[src/rtl/mips_pkg.sv]
// Shared MIPS datapath definitions: immediate-extension mode encoding,
// reused by the extender and the control FSM.
package mips_pkg;

    typedef logic [1:0] imm_mode_t;

    localparam imm_mode_t IMM_MODE_SIGN   = 2'b00;
    localparam imm_mode_t IMM_MODE_ZERO   = 2'b01;
    localparam imm_mode_t IMM_MODE_UPPER  = 2'b10;
    localparam imm_mode_t IMM_MODE_BRANCH = 2'b11;

endpackage

[src/rtl/imm_extend_core.sv]
// Pure combinational immediate extender: sign, zero, upper (LUI) and branch.
// Branch (sign-extend then <<2) exists only when IMM_EXTEND_BRANCH_EN is defined.
module imm_extend_core
    import mips_pkg::*;
#(
    parameter int IMM_W = 16,
    parameter int OUT_W = 32
) (
    input  logic [IMM_W-1:0] i_imm,
    input  imm_mode_t        i_mode,
    output logic [OUT_W-1:0] o_result
);

    logic [OUT_W-1:0] w_sext;
    logic [OUT_W-1:0] w_zext;
    logic [OUT_W-1:0] w_upper;

    assign w_sext  = {{(OUT_W-IMM_W){i_imm[IMM_W-1]}}, i_imm};
    assign w_zext  = {{(OUT_W-IMM_W){1'b0}}, i_imm};
    // Width is exactly OUT_W, so only the shifted-in low bits are zero.
    assign w_upper = {i_imm, {(OUT_W-IMM_W){1'b0}}};

`ifdef IMM_EXTEND_BRANCH_EN
    logic [OUT_W-1:0] w_branch;
    assign w_branch = {w_sext[OUT_W-3:0], 2'b00};
`endif

    always_comb begin
        o_result = w_sext;
        case (i_mode)
            IMM_MODE_ZERO:   o_result = w_zext;
            IMM_MODE_UPPER:  o_result = w_upper;
`ifdef IMM_EXTEND_BRANCH_EN
            IMM_MODE_BRANCH: o_result = w_branch;
`endif
            default:         o_result = w_sext;
        endcase
    end

endmodule

[src/rtl/imm_extend_unit.sv]
// Registered immediate extender with a 2-entry output FIFO and valid/ready on both sides.
// Optional macro IMM_EXTEND_BRANCH_EN enables mode 11 as a branch offset (sext << 2).
module imm_extend_unit
    import mips_pkg::*;
#(
    parameter int INSTR_W = 32,
    parameter int IMM_W   = 16,
    parameter int OUT_W   = 32
) (
    input  logic               clk,
    input  logic               rst_n,
    input  logic               in_valid,
    output logic               in_ready,
    input  logic [INSTR_W-1:0] instr_in,
    input  logic [1:0]         mode_in,
    output logic               out_valid,
    input  logic               out_ready,
    output logic [OUT_W-1:0]   imm_out,
    output logic [1:0]         out_mode
);

    // Handshake: a transfer happens on a rising edge where valid && ready;
    // valid and its payload stay stable until that edge, and ready never
    // depends combinationally on the opposite side's valid or ready.

    if (OUT_W < IMM_W + 2) begin : g_width_check
        $error("imm_extend_unit: OUT_W must be at least IMM_W+2");
    end

    logic [OUT_W-1:0] r_entry_imm  [2];
    imm_mode_t        r_entry_mode [2];
    logic             r_rd_ptr;
    logic             r_wr_ptr;
    logic [1:0]       r_count;

    logic [OUT_W-1:0] w_ext;
    logic             w_push;
    logic             w_pop;
    logic             w_unused_instr;

    // Only the low IMM_W bits feed the extender; the opcode/register fields are ignored.
    assign w_unused_instr = ^instr_in;

    imm_extend_core #(
        .IMM_W (IMM_W),
        .OUT_W (OUT_W)
    ) u_core (
        .i_imm    (instr_in[IMM_W-1:0]),
        .i_mode   (mode_in),
        .o_result (w_ext)
    );

    assign in_ready  = (r_count != 2'd2);
    assign out_valid = (r_count != 2'd0);
    assign imm_out   = r_entry_imm[r_rd_ptr];
    assign out_mode  = r_entry_mode[r_rd_ptr];

    assign w_push = in_valid && in_ready;
    assign w_pop  = out_valid && out_ready;

    always_ff @(posedge clk or negedge rst_n) begin
        if (!rst_n) begin
            for (int i = 0; i < 2; i++) begin
                r_entry_imm[i]  <= '0;
                r_entry_mode[i] <= IMM_MODE_SIGN;
            end
            r_rd_ptr <= 1'b0;
            r_wr_ptr <= 1'b0;
            r_count  <= 2'd0;
        end else begin
            // A push never targets the head slot while it is valid, so imm_out holds under stall.
            if (w_push) begin
                r_entry_imm[r_wr_ptr]  <= w_ext;
                r_entry_mode[r_wr_ptr] <= mode_in;
                r_wr_ptr               <= ~r_wr_ptr;
            end
            if (w_pop) begin
                r_rd_ptr <= ~r_rd_ptr;
            end
            case ({w_push, w_pop})
                2'b10:   r_count <= r_count + 2'd1;
                2'b01:   r_count <= r_count - 2'd1;
                default: r_count <= r_count;
            endcase
        end
    end

    a_no_push_when_full: assert property (@(posedge clk) disable iff (!rst_n)
        !(w_push && (r_count == 2'd2)));

    a_no_pop_when_empty: assert property (@(posedge clk) disable iff (!rst_n)
        !(w_pop && (r_count == 2'd0)));

endmodule

[config.mk]
export PLATFORM = sky130hd
export DESIGN_NAME = imm_extend_unit
export DESIGN_NICKNAME = d
export VERILOG_FILES = /design/src/rtl/mips_pkg.sv /design/src/rtl/imm_extend_core.sv /design/src/rtl/imm_extend_unit.sv
export SDC_FILE = /design/constraint.sdc
export NUM_CORES = 1
export LEC_CHECK = 0
export ABC_AREA = 1
export ABC_CLOCK_PERIOD_IN_PS = 2000
export CAP_MARGIN = 0
export CELL_PAD_IN_SITES_DETAIL_PLACEMENT = 0
export CELL_PAD_IN_SITES_GLOBAL_PLACEMENT = 1
export CORE_UTILIZATION = 37
export DETAILED_ROUTE_END_ITERATION = 10
export PLACE_DENSITY_LB_ADDON = 0.1
export SLEW_MARGIN = 30
export SYNTH_ARGS = -nofsm -noshare
export SYNTH_HDL_FRONTEND = slang
export SYNTH_HIERARCHICAL = 1
export SYNTH_SLANG_ARGS = --single-unit
[constraint.sdc]
create_clock -name clk -period 2 [get_ports clk]
set_input_delay 0.2 -clock clk [delete_from_list [all_inputs] [get_ports clk]]
set_output_delay 0.2 -clock clk [all_outputs]
set_load 0.05 [all_outputs]
Yosys cells after proc, flatten, opt, wreduce, memory -nomap -nowiden
Index checks and enable logic that the tools add are counted.
- $add $sub $neg: 2
- order comparisons: 3
- equal/unequal tests: 5
- multiplexer cells: 14
- bitwise logic cells: 4
- reductions and logical operators: 5
- operator list (operator ; number):
    $mux W32 ; 4
    $bwmux W64 ; 1
    $pmux W32 S2 ; 1
    $demux W32 S1 ; 1
    $mux W2 ; 4
    $bwmux W4 ; 1
    $eq A2 B1 Y1 const B ; 2
    $eq A2 B2 Y1 const B ; 2
    $ge A2 B2 Y1 const B ; 2
    $not A1 Y2 ; 2
    $pmux W2 S2 ; 1
    $reduce_bool A2 Y1 ; 2
    $logic_and A1 B1 Y1 ; 3
    $add A2 B1 Y2 const B ; 1
    $demux W2 S1 ; 1
    $lt A2 B1 Y1 const B ; 1
    $ne A2 B2 Y1 const B ; 1
    $not A1 Y1 ; 2
    $sub A2 B1 Y2 const B ; 1
- flip-flop bits (word level): 72
- input bits: 38
- logic and storage cells: 40

Depth between registers and ports, before layout
Gate-level depths: netlist of the first run.
- depth after elaboration: 6
- mapped depth: 10

By module
The synthesis of the first run kept the hierarchy.
- by module, submodules not included (module ; instances ; cells each ; area an instance (sq um)):
    imm_extend_unit ; 1 ; 439 ; 3444.6
    imm_extend_core ; 1 ; 76 ; 364.1

Worst setup path after synthesis of the first run
No wires, ideal clock.
- kind: register -> register
- start point: register r_count[0]
- end point: register r_count[1]
- arrival: 1.545 ns
- path slack: 0.338 ns
- cell stages (with the launch flop): 10
- buffers on the path: 0
- period minus slack after synthesis: 1.662 ns
- cell sequence: dfrtp_1 -> inv_2 -> nand2_1 -> nand2_1 -> inv_1 -> ha_1 -> inv_1 -> nand3_1 -> nand2_1 -> nand2_1
- word-level cells in the longest chain between the ends: 4
- elaborated cells on any way between the ends: 10
- those cells by class: add/sub: 2; eq/ne: 3; mux: 1; reduce/logical: 4
- RTL lines (what ; RTL line ; RTL):
    from (decl) ; imm_extend_unit.sv:34 ; logic [1:0] r_count;
    from (signal assigned) ; imm_extend_unit.sv:81 ; 2'b10: r_count <= r_count + 2'd1;
    from (signal assigned) ; imm_extend_unit.sv:82 ; 2'b01: r_count <= r_count - 2'd1;
    from (signal assigned) ; imm_extend_unit.sv:83 ; default: r_count <= r_count;
    $reduce_bool A2 Y1 (*) ; imm_extend_unit.sv:54 ; assign out_valid = (r_count != 2'd0);
    via out_valid ; imm_extend_unit.sv:16 ; output logic out_valid,
    $logic_and A1 B1 Y1 (*) ; imm_extend_unit.sv:59 ; assign w_pop = out_valid && out_ready;
    via w_pop ; imm_extend_unit.sv:38 ; logic w_pop;
    $eq A2 B1 Y1 or $eq A2 B2 Y1 (tied branches) ; imm_extend_unit.sv:80 ; case ({w_push, w_pop})
    $pmux W2 S2 or $reduce_bool A2 Y1 (tied branches) ; - ;
Mark *: on every way through the listed nets, which the timed path passes. The rest lies on a longest branch.
A chain may end at the register's enable or synchronous reset.

Final worst setup path of the first run
- start point: register r_rd_ptr
- end point: output port imm_out[0]
- word-level cells in the longest chain between the ends: 4
- RTL lines (what ; RTL line ; RTL):
    from (decl) ; imm_extend_unit.sv:32 ; logic r_rd_ptr;
    from (signal assigned) ; imm_extend_unit.sv:78 ; r_rd_ptr <= ~r_rd_ptr;
    $not A1 Y2 (not written as such) ; imm_extend_unit.sv:55 ; assign imm_out = r_entry_imm[r_rd_ptr];
    $mux W32 (not written as such) (3 in series) ; imm_extend_unit.sv:55 ;
    to (decl) ; imm_extend_unit.sv:18 ; output logic [OUT_W-1:0] imm_out,
Every way passes these cells. The select of a mux whose other input is x is not followed.

==> results of run 1 <==
[sequential cells by signal (all words and copies together), names as in the netlist]
register and flops:
r_entry_mode 4, r_rd_ptr 1, r_wr_ptr 1, r_entry_imm 64, r_count 2
[worst min-delay path, stage by stage]
cell,delay (ps)
buf_2,180
nand4_1,110
nand2_1,50
[cells by family (layout without fill, tap and decap cells)]
kind of cell             after synthesis  after routing  share of synthesized area, %
flip-flops                            72             72                          47.3
AND/OR/NAND/NOR                      373            373                          43.2
buffers and inverters                 66            110                          8.31
XOR/XNOR                               1              1                         0.230
adder cells (fa/ha/maj)                3              3                         0.986
[repair_timing]
action	4_1_cts	5_1_grt
hold buffers	1	0
endpoints found under the setup margin	0	1
gates resized for setup	0	1
endpoints found under the hold margin	72	0
[per-layer routing]
metal	share of wire, %	vias to the layer above	GRT usage (%)
li1	-	1734	-
met1	49	1646	31.3
met2	45	78	33.1
met3	4.5	15	4.64
met4	1.6	0	6.72
met5	0	-	0
[power by group]
group,switching [mW],internal [mW]
logic,3.35,1.29
clock network,0.566,0.691
registers,0.330,2.06
[final timing paths]
kind	from	to	slack, ps	cells past startpoint
hold reg to reg	r_entry_imm[31]$_DFFE_PN0P_	r_entry_imm[31]$_DFFE_PN0P_	480	2
setup / recovery	r_rd_ptr$_DFFE_PN0P_	imm_out[0]	280	5
min in group asynchronous	rst_n	r_count[0]$_DFFE_PN0P_	400	3
hold / removal	in_valid	r_entry_imm[29]$_DFFE_PN0P_	240	3
max in group asynchronous	rst_n	r_entry_imm[45]$_DFFE_PN0P_	1260	3
setup reg to reg	r_wr_ptr$_DFFE_PN0N_	r_entry_imm[5]$_DFFE_PN0P_	370	4
[cell type report]
cell class              count  area, µm²
inverters                  26       97.6
flip-flops and latches     72       1800
repair buffers             69        618
clock inverters             6       85.1
fillers                  1007       5280
well taps                 133        166
multi-input cells         377       1690
clock buffers               9        124
[placed cells by master (no fill, tap or decap), types with 2 or more instances in the layout]
cell type	netlist	routed
clkinvlp_4	0	2
inv_2	4	4
nand4_1	69	69
clkinv_2	0	2
inv_1	22	22
clkbuf_8	0	9
ha_1	3	3
buf_4	5	42
nand2_1	266	266
nand3_1	16	16
nor2_1	16	16
buf_12	0	4
nand3_4	2	2
bufinv_16	0	2
buf_2	21	2
dfrtp_1	72	72
clkdlybuf4s50_1	0	19
==> results by group, run 1 <==
Die
  • # rows: 36
  • Core ar.: 9860 µm²
  • Die H: 103 µm
  • Initial Util: 38.6%
  • Die area: 10700 µm²
  • Top Ports: 74
  • Die width: 103 µm

GRT
  • Initial antenna violation count: 0
  • Largest net degree at the start of global routing: 73
  • Vias in the first global route: 3324
  • Tot GR Track Use: 21.9%
  • First-pass GRT wire length: 17500 µm
  • Global route overflow: 0

Yosys
  • Syn Inst Count: 515
  • Synth cell count leaders: nand2_1, dfrtp_1, nand4_1
  • Number of synthesis warnings: 6
  • Mapped Nets: 556
  • Synth area leader: dfrtp_1
  • Yosys top cell area share: 47.3%
  • Register area share after synthesis: 47.3%
  • Post-synth EDFFs: 0
  • Number of synthesized register bits: 72
  • Synth async-reset ratio: 100%
  • Ys flop type: dfrtp_1
  • Mean Syn Cell Area: 7.40 µm²
  • Synth Cell Area: 3810 µm²
  • Synth unique cells: 19
  • Most numerous cell in the Yosys netlist: nand2_1
  • Synth top area cells: dfrtp_1, nand2_1, nand4_1

STA
  • Final setup vio count: 0
  • Fmax: 581 MHz
  • Final setup TNS: 0 ps
  • Period Utilization, post-route: 86.0%
  • Tightest hold margin: 242 ps
  • Skew final: 10.5 ps
  • Slew of the pin with the lowest slew margin: 512 ps
  • Pins Over Slew Limit: 0
  • Tmin final: 1720 ps
  • Setup slack after layout: 280 ps
  • Slew headroom: 65.9%
  • RSZ-0062 raised after global routing: no
  • Final hold violations: 0

Setup path
  • Most frequent CP cell: nand2_1
  • Buf/Inv on CP: 3
  • CP top delay family: buffers and inverters
  • Critical Path Sink Type: output pin
  • Slowest stage cell, crit path: dfrtp_1
  • Crit path largest cell delay: 420 ps
  • Critical path peak fanout: 28
  • Crit Path Category: register to output pin
  • Arr. time, crit path: 1520 ps
  • Critical Path RT: 1800 ps
  • CP cell instances: inv_2 > buf_12 > nand2_1 > nand2_1 > buf_4
  • Worst setup SP type: register

Placement
  • Setup Slack @ Placement: 26.0 ps
  • Final Wtd Congestion: 0.800
  • IO Port Bufs: 57
  • Post-DP HPWL: 6750 µm
  • Inst Count DP: 676
  • DP Area: 4360 µm²

Pwr
  • Total power: 8.29 mW
  • Pwr Density: 1810 nW/µm²
  • Maximum vdd ir drop: 0.802 mV
  • Leak Pwr: 2.57 nW

Final layout
  • Nets: 596
  • Final instance area: 4580 µm²
  • Share of post-route cells with drive strength above 1: 13.1%
  • N_diodes: 0
  • Synthesis-to-finish area growth: 20.3%
  • Non-Filler Instances: 692
  • Layout Utilization: 46.5%

Flow run
  • Max Cap Violations: 0

Worst hold path
  • HP Class: input port to register

Routing
  • DRC Markers: 0
  • Via/cell ratio: 5.02
  • First DRT Iteration DRCs: 240
  • Mean routed wirelength per cell: 15.6 µm
  • Pre-Repair DR Iteration Count: 4
  • Routed vias: 3473
  • Final ANT Viol Nets: 0
  • Routed WL: 10800 µm

CTS
  • Longest Clk Path Bufs: 2
  • H-Tree Depth: 3
  • Clock tree sinks: 72
  • CTS clk-pin slew, worst paths: 80 ps
  • Total CTS buffers: 9
  • Setup Fix Bufs, Post-CTS: 0
  • Clock Latency Late Sink: 340 ps
  • Root buffer selected by CTS: clkbuf_8
  • CTS tree: done

Status
  • Outcome: completed
(Power assumes the default switching activity.)
==> run 2: changes to the inputs <==
--- a/config.mk
+++ b/config.mk
@@ -12,6 +12,7 @@
 export CELL_PAD_IN_SITES_GLOBAL_PLACEMENT = 1
 export CORE_UTILIZATION = 37
 export DETAILED_ROUTE_END_ITERATION = 10
+export GPL_TIMING_DRIVEN = 0
 export PLACE_DENSITY_LB_ADDON = 0.1
 export SLEW_MARGIN = 30
 export SYNTH_ARGS = -nofsm -noshare
==> run 2 against run 1 <==
Compared with the run above:
- register-to-register slack hardly changed
- largest power group unchanged
- core utilization is 0.19 points higher
- clock power is 7% lower
- first-iteration DRC count is 23% lower
- global-route usage is 0.99 points higher
- total power is 3.3% lower
==> results by group, run 2 (synthesis results as in run 1) <==
Status
  • Outcome: completed

GRT
  • Initial antenna violation count: 0 (unchanged)
  • Tot GR Track Use: 22.9% (+0.99 points)
  • Largest net degree at the start of global routing: 38 (-48%)
  • Global route overflow: 0 (unchanged)
  • Vias in the first global route: 3448 (+3.7%)
  • First-pass GRT wire length: 18000 µm (+2.6%)

STA
  • Final setup vio count: 0 (unchanged)
  • Pins Over Slew Limit: 0 (unchanged)
  • Slew headroom: 66.1% (+0.19 points)
  • Slew of the pin with the lowest slew margin: 509 ps (-2.90 ps)
  • RSZ-0062 raised after global routing: no
  • Final hold violations: 0 (unchanged)
  • Tmin final: 1910 ps (+189 ps)
  • Period Utilization, post-route: 95.5% (+9.5 points)
  • Skew final: 12.3 ps (+1.80 ps)
  • Fmax: 524 MHz (-9.9%)

Die
  • Die H: 103 µm (unchanged)
  • Die area: 10700 µm² (unchanged)
  • Initial Util: 38.6% (unchanged)
  • Top Ports: 74 (unchanged)
  • Core ar.: 9860 µm² (unchanged)
  • # rows: 36 (unchanged)
  • Die width: 103 µm (unchanged)

Setup path
  • Arr. time, crit path: 1710 ps (+190 ps)
  • Crit Path Category: register to output pin
  • R2R cell count: 9 (+5)
  • Slowest stage cell, crit path: clkdlybuf4s15_1
  • Critical path peak fanout: 9 (-68%)
  • Critical Path RT: 1800 ps (about the same)
  • Most frequent CP cell: nand2_1
  • Crit path largest cell delay: 490 ps (+70 ps)
  • Critical Path Sink Type: output pin
  • Buf/Inv on CP: 3 (unchanged)
  • CP top delay family: buffers and inverters
  • Worst setup SP type: register
  • Levels on crit path: 5 (unchanged)
  • CP cell instances: buf_2 > inv_2 > nand2_1 > nand2_1 > clkdlybuf4s15_1

Placement
  • Final Wtd Congestion: 0.904 (+13%)
  • DP Area: 4550 µm² (+4.4%)
  • Post-DP HPWL: 8080 µm (+20%)
  • IO Port Bufs: 56 (-1.8%)

Flow run
  • Max Cap Violations: 0 (unchanged)

Worst hold path
  • HP Class: input port to register
  • Hold Path Cell Cnt: 4 (+1)

Final layout
  • N_diodes: 0 (unchanged)
  • Commonest cells after routing, fill and taps aside: nand2_1, dfrtp_1, nand4_1
  • Synthesis-to-finish area growth: 20.8%
  • Nets: 625 (+4.9%)
  • Layout Utilization: 46.7% (+0.19 points)
  • Largest registers: r_entry_imm x64, r_entry_mode x4, r_count x2
  • Final instance area: 4600 µm² (+0.41%)
  • Share of post-route cells with drive strength above 1: 15.5% (+2.4 points)
  • Commonest non-fill, non-tap cell in the layout: nand2_1
  • Reg with most FFs: r_entry_imm
  • Max reg flops: 64 (unchanged)

CTS
  • Clock Latency Late Sink: 370 ps (+30 ps)
  • Longest Clk Path Bufs: 2 (unchanged)
  • Setup Fix Bufs, Post-CTS: 0 (unchanged)
  • Root buffer selected by CTS: clkbuf_8
  • Clock tree sinks: 72 (unchanged)
  • Total CTS buffers: 9 (unchanged)
  • CTS clk-pin slew, worst paths: 80 ps (about the same)
  • H-Tree Depth: 3 (unchanged)
  • CTS tree: done

Routing
  • First DRT Iteration DRCs: 184 (-23%)
  • Pre-Repair DR Iteration Count: 5 (+1)
  • DRC Markers: 0 (unchanged)
  • Routed vias: 3644 (+4.9%)
  • Mean routed wirelength per cell: 15.6 µm (about the same)
  • Routed WL: 11200 µm (+4.3%)
  • Via/cell ratio: 5.05 (+0.70%)
  • Final ANT Viol Nets: 0 (unchanged)

Pwr
  • Maximum vdd ir drop: 0.689 mV (-14%)
  • Pwr Density: 1740 nW/µm² (-3.7%)
  • Leak Pwr: 2.62 nW (+1.9%)
==> run 2: cell types whose count changed in the layout (fill, tap and decap cells not counted), moves of 3 or more <==
| cell | change |
|---|---|
| clkbuf_1 | +10 |
| buf_2 | +45 |
| buf_6 | +3 |
| buf_12 | -3 |
| buf_4 | -33 |
| clkbuf_2 | +6 |
==> run 2: layout make-up <==
cell class | instances | area (µm²)
Tap cell | 133 | 166
Inverter | 26 | 97.6
Multi-Input combinational cell | 377 | 1690
Fill cell | 1013 | 5260
Timing Repair Buffer | 58 | 429
Sequential cell | 72 | 1800
Clock inverter | 3 | 42.5
Buffer | 40 | 229
Clock buffer | 12 | 145
==> run 2: worst paths after layout <==
path | from | end | slack (ps)
worst max-delay path | r_rd_ptr$_DFFE_PN0P_ | imm_out[26] | 90
worst min-delay path | in_valid | r_entry_imm[31]$_DFFE_PN0P_ | 250
worst max register to register | r_count[0]$_DFFE_PN0P_ | r_count[1]$_DFFE_PN0P_ | 360
worst min register to register | r_entry_imm[24]$_DFFE_PN0P_ | r_entry_imm[24]$_DFFE_PN0P_ | 470
max in group asynchronous | rst_n | r_entry_imm[48]$_DFFE_PN0P_ | 1080
min in group asynchronous | rst_n | r_count[0]$_DFFE_PN0P_ | 340
==> run 2: worst min-delay path, delay by kind of cell <==
| family | cells | cell delay, ps |
|---|---|---|
| buf+inv | 1 | 160 |
| simple gates | 3 | 240 |
==> run 2: what timing repair did <==
| action | CTS | global route |
|---|---|---|
| hold endpoints to repair | 35 | 0 |
| resized for setup | 153 | 18 |
| hold buffers | 1 | 0 |
| setup endpoints to repair | 35 | 15 |
==> run 2: stage by stage <==
stage / hold WS, ps / setup TNS, ps / power [mW] / setup WS, ps / instances
after global placement: 455 / -143270 / 7.19 / -1940 / 704
after floorplan: -95.6 / 0 / 5.71 / 338 / 515
after detailed placement: 204 / -3960 / 7.25 / -214 / 705
after global routing: 263 / 0 / 8.59 / 2.22 / 721
final: 254 / 0 / 8.02 / 90.2 / 721
after CTS: 251 / -16.4 / 8.16 / -6.04 / 721
==> run 2: layer usage <==
layer,GRT usage [%],wire length [µm]
met1,30.9,5360
met2,36.1,5170
met3,4.44,477
met4,8.88,219
met5,0,0
==> run 2: where the power goes <==
part	switching, mW	internal (mW)
Sequential	0.314	2.06
Combinational	3.34	1.13
Clock	0.571	0.603
==> run 3: changes to the inputs <==
--- a/config.mk
+++ b/config.mk
@@ -6,12 +6,13 @@
 export NUM_CORES = 1
 export LEC_CHECK = 0
 export ABC_AREA = 1
-export ABC_CLOCK_PERIOD_IN_PS = 2000
+export ABC_CLOCK_PERIOD_IN_PS = 1900
 export CAP_MARGIN = 0
 export CELL_PAD_IN_SITES_DETAIL_PLACEMENT = 0
 export CELL_PAD_IN_SITES_GLOBAL_PLACEMENT = 1
 export CORE_UTILIZATION = 37
 export DETAILED_ROUTE_END_ITERATION = 10
+export GPL_ROUTABILITY_DRIVEN = 1
 export GPL_TIMING_DRIVEN = 0
 export PLACE_DENSITY_LB_ADDON = 0.1
 export SLEW_MARGIN = 30
==> constraint.sdc (replaced) <==
create_clock -name clk -period 1.9 [get_ports clk]
set_input_delay 0.19 -clock clk [delete_from_list [all_inputs] [get_ports clk]]
set_output_delay 0.19 -clock clk [all_outputs]
set_load 0.05 [all_outputs]
==> run 3 against run 2 <==
Compared with the run above:
- routed wire length shrank 0.53%
- largest cell class unchanged
- largest power group unchanged
- worst setup slack gained 7.4 ps
- sequential cell count is the same
- non-clock buffer count is the same
- highest routed layer unchanged
==> results by group, run 3 (synthesis results as in run 1) <==
GRT
  • First-pass GRT wire length: 17900 µm (about the same)
  • Vias in the first global route: 3441 (-0.20%)
  • Global route overflow: 0 (unchanged)
  • Initial antenna violation count: 0 (unchanged)
  • Tot GR Track Use: 22.8% (about the same)
  • Largest net degree at the start of global routing: 38 (unchanged)

Setup path
  • Crit Path Category: register to output pin
  • R2R cell count: 9 (unchanged)
  • CP cell instances: buf_2 > inv_4 > buf_4 > nand2_1 > nand2_1 > buf_2
  • R2R Path End: r_count[1]$_DFFE_PN0P_
  • Reg-to-reg setup timing slack: 270 ps (-90 ps)
  • Slowest stage cell, crit path: dfrtp_1
  • Crit path largest cell delay: 360 ps (-130 ps)
  • Critical Path RT: 1710 ps (-90 ps)
  • Worst setup SP type: register
  • Worst r2r src: r_count[0]$_DFFE_PN0P_
  • Arr. time, crit path: 1610 ps (-100 ps)
  • Critical Path Sink Type: output pin
  • Critical path peak fanout: 10 (+1)

Routing
  • Via/cell ratio: 5.04 (-0.36%)
  • Routed vias: 3631 (-0.36%)
  • Mean routed wirelength per cell: 15.5 µm (-0.53%)
  • Routed WL: 11200 µm (-0.53%)
  • DRC Markers: 0 (unchanged)
  • First DRT Iteration DRCs: 194 (+5.4%)
  • Pre-Repair DR Iteration Count: 5 (unchanged)
  • Final ANT Viol Nets: 0 (unchanged)

Final layout
  • Footprint of the multi-input gates: 1690 µm² (unchanged)
  • Synthesis-to-finish area growth: 22.2%
  • Nets: 625 (unchanged)
  • Reg with most FFs: r_entry_imm
  • N_diodes: 0 (unchanged)
  • Commonest cells after routing, fill and taps aside: nand2_1, dfrtp_1, nand4_1
  • Max reg flops: 64 (unchanged)
  • Commonest non-fill, non-tap cell in the layout: nand2_1
  • Final instance area: 4650 µm² (+1.1%)
  • Share of post-route cells with drive strength above 1: 15.6% (+0.17 points)
  • Register Area: 1800 µm² (unchanged)
  • Fillers: 1020 (+0.69%)
  • Layout Utilization: 47.2% (+0.52 points)
  • Largest registers: r_entry_imm x64, r_entry_mode x4, r_count x2
  • Non-Filler Instances: 721 (unchanged)

Placement
  • DP Area: 4550 µm² (unchanged)
  • Post-DP HPWL: 8080 µm (unchanged)
  • Final Wtd Congestion: 0.904 (unchanged)
  • IO Port Bufs: 56 (unchanged)
  • Inst Count DP: 705 (unchanged)

Die
  • Core ar.: 9860 µm² (unchanged)
  • Die area: 10700 µm² (unchanged)
  • Top Ports: 74 (unchanged)
  • Initial Util: 38.6% (unchanged)
  • # rows: 36 (unchanged)
  • Die H: 103 µm (unchanged)
  • Die width: 103 µm (unchanged)

CTS
  • Longest Clk Path Bufs: 2 (unchanged)
  • CTS clk-pin slew, worst paths: 80 ps (about the same)
  • Clock tree sinks: 72 (unchanged)
  • Root buffer selected by CTS: clkbuf_8
  • CTS tree: done
  • Total CTS buffers: 9 (unchanged)
  • Setup Fix Bufs, Post-CTS: 0 (unchanged)
  • H-Tree Depth: 3 (unchanged)
  • Clock Latency Late Sink: 370 ps (about the same)

STA
  • Final setup vio count: 0 (unchanged)
  • RSZ-0062 raised after global routing: no
  • Skew final: 12.1 ps (-0.201 ps)
  • Slew headroom: 66.0% (-0.11 points)
  • Tmin final: 1800 ps
  • Slew of the pin with the lowest slew margin: 510 ps (+1.60 ps)
  • Fmax: 555 MHz
  • Period Utilization, post-route: 94.9%
  • Final hold violations: 0 (unchanged)
  • Pins Over Slew Limit: 0 (unchanged)

Worst hold path
  • Worst Hold Path EP: r_entry_imm[31]$_DFFE_PN0P_
  • Hold_sp: in_valid
  • HP Class: input port to register
  • Hold Path Cell Cnt: 4 (unchanged)

Pwr
  • Leak Pwr: 2.61 nW (-0.17%)
  • Pwr Density: 1840 nW/µm² (+5.5%)
  • Maximum vdd ir drop: 0.758 mV (+10%)

Status
  • Outcome: completed

Flow run
  • Max Cap Violations: 0 (unchanged)
-- run 3: changes by cell type in the layout (fill, tap and decap cells not counted) --
cell             change
clkdlybuf4s15_2      +2
buf_4                +6
clkbuf_2             -4
dlygate4sd2_1        +1
clkdlybuf4s15_1      -1
inv_2                -1
dlymetal6s2s_1       -1
inv_4                +1
buf_2               -15
clkbuf_4            +12
-- run 3: stage by stage --
| stage | setup TNS [ps] | setup slack, ps | power [mW] | hold slack (ps) |
|---|---|---|---|---|
| final | 0 | 97.5 | 8.56 | 248 |
| after global routing | 0 | 2.07 | 9.18 | 253 |
| after CTS | 0 | 1.57 | 8.57 | 241 |
| after detailed placement | -7630 | -304 | 7.63 | 194 |
| after global placement | -153330 | -2030 | 7.57 | 455 |
| after floorplan | 0 | 238 | 6.01 | -106 |
-- run 3: cell type report --
| cell class | instances | share of cell area, % |
|---|---|---|
| Buffer | 40 | 5.03 |
| Clock buffer | 12 | 3.12 |
| Clock inverter | 3 | 0.914 |
| Inverter | 26 | 2.15 |
| Multi-Input combinational cell | 377 | 36.3 |
| Sequential cell | 72 | 38.7 |
| Tap cell | 133 | 3.58 |
| Timing Repair Buffer | 58 | 10.2 |
-- run 3: worst max-delay path: cells and delay by family, from the launching register on --
kind / cells / cell delay, ps
buffers and inverters: 4 / 770
DFF: 1 / 360
and+or+nand+nor: 2 / 110
-- run 3: timing repair --
| item | 4_1_cts | 5_1_grt |
|---|---|---|
| gates resized for setup | 178 | 18 |
| endpoints found under the setup margin | 36 | 31 |
| hold endpoints to repair | 35 | 0 |
| hold buffers | 1 | 0 |
-- run 3: report_power, final --
part	internal [mW]	leakage (nW)	switching, mW
Sequential	2.17	0.924	0.329
Combinational	1.31	1.60	3.52
Clock	0.634	0.0925	0.599
-- run 3: metal layers --
metal	track usage (%)	routed length, µm	vias to the layer above
met1	30.9	5280	1719
met5	0	0	-
met2	36.1	5170	99
met3	4.44	506	16
met4	8.88	207	0
li1	-	-	1797
-- run 3: worst max path at each step --
stage / from / to / slack [ps] / cells after the start
CTS: r_rd_ptr$_DFFE_PN0P_ / imm_out[11] / 2 / 6
detailed placement: r_rd_ptr$_DFFE_PN0P_ / imm_out[7] / -300 / 5
global route: r_rd_ptr$_DFFE_PN0P_ / imm_out[20] / 2 / 5
floorplan: r_count[0]$_DFFE_PN0P_ / r_count[1]$_DFFE_PN0P_ / 240 / 9
finish: r_rd_ptr$_DFFE_PN0P_ / imm_out[5] / 100 / 6
global placement: rst_n / r_entry_imm[11]$_DFFE_PN0P_ / -2030 / 1
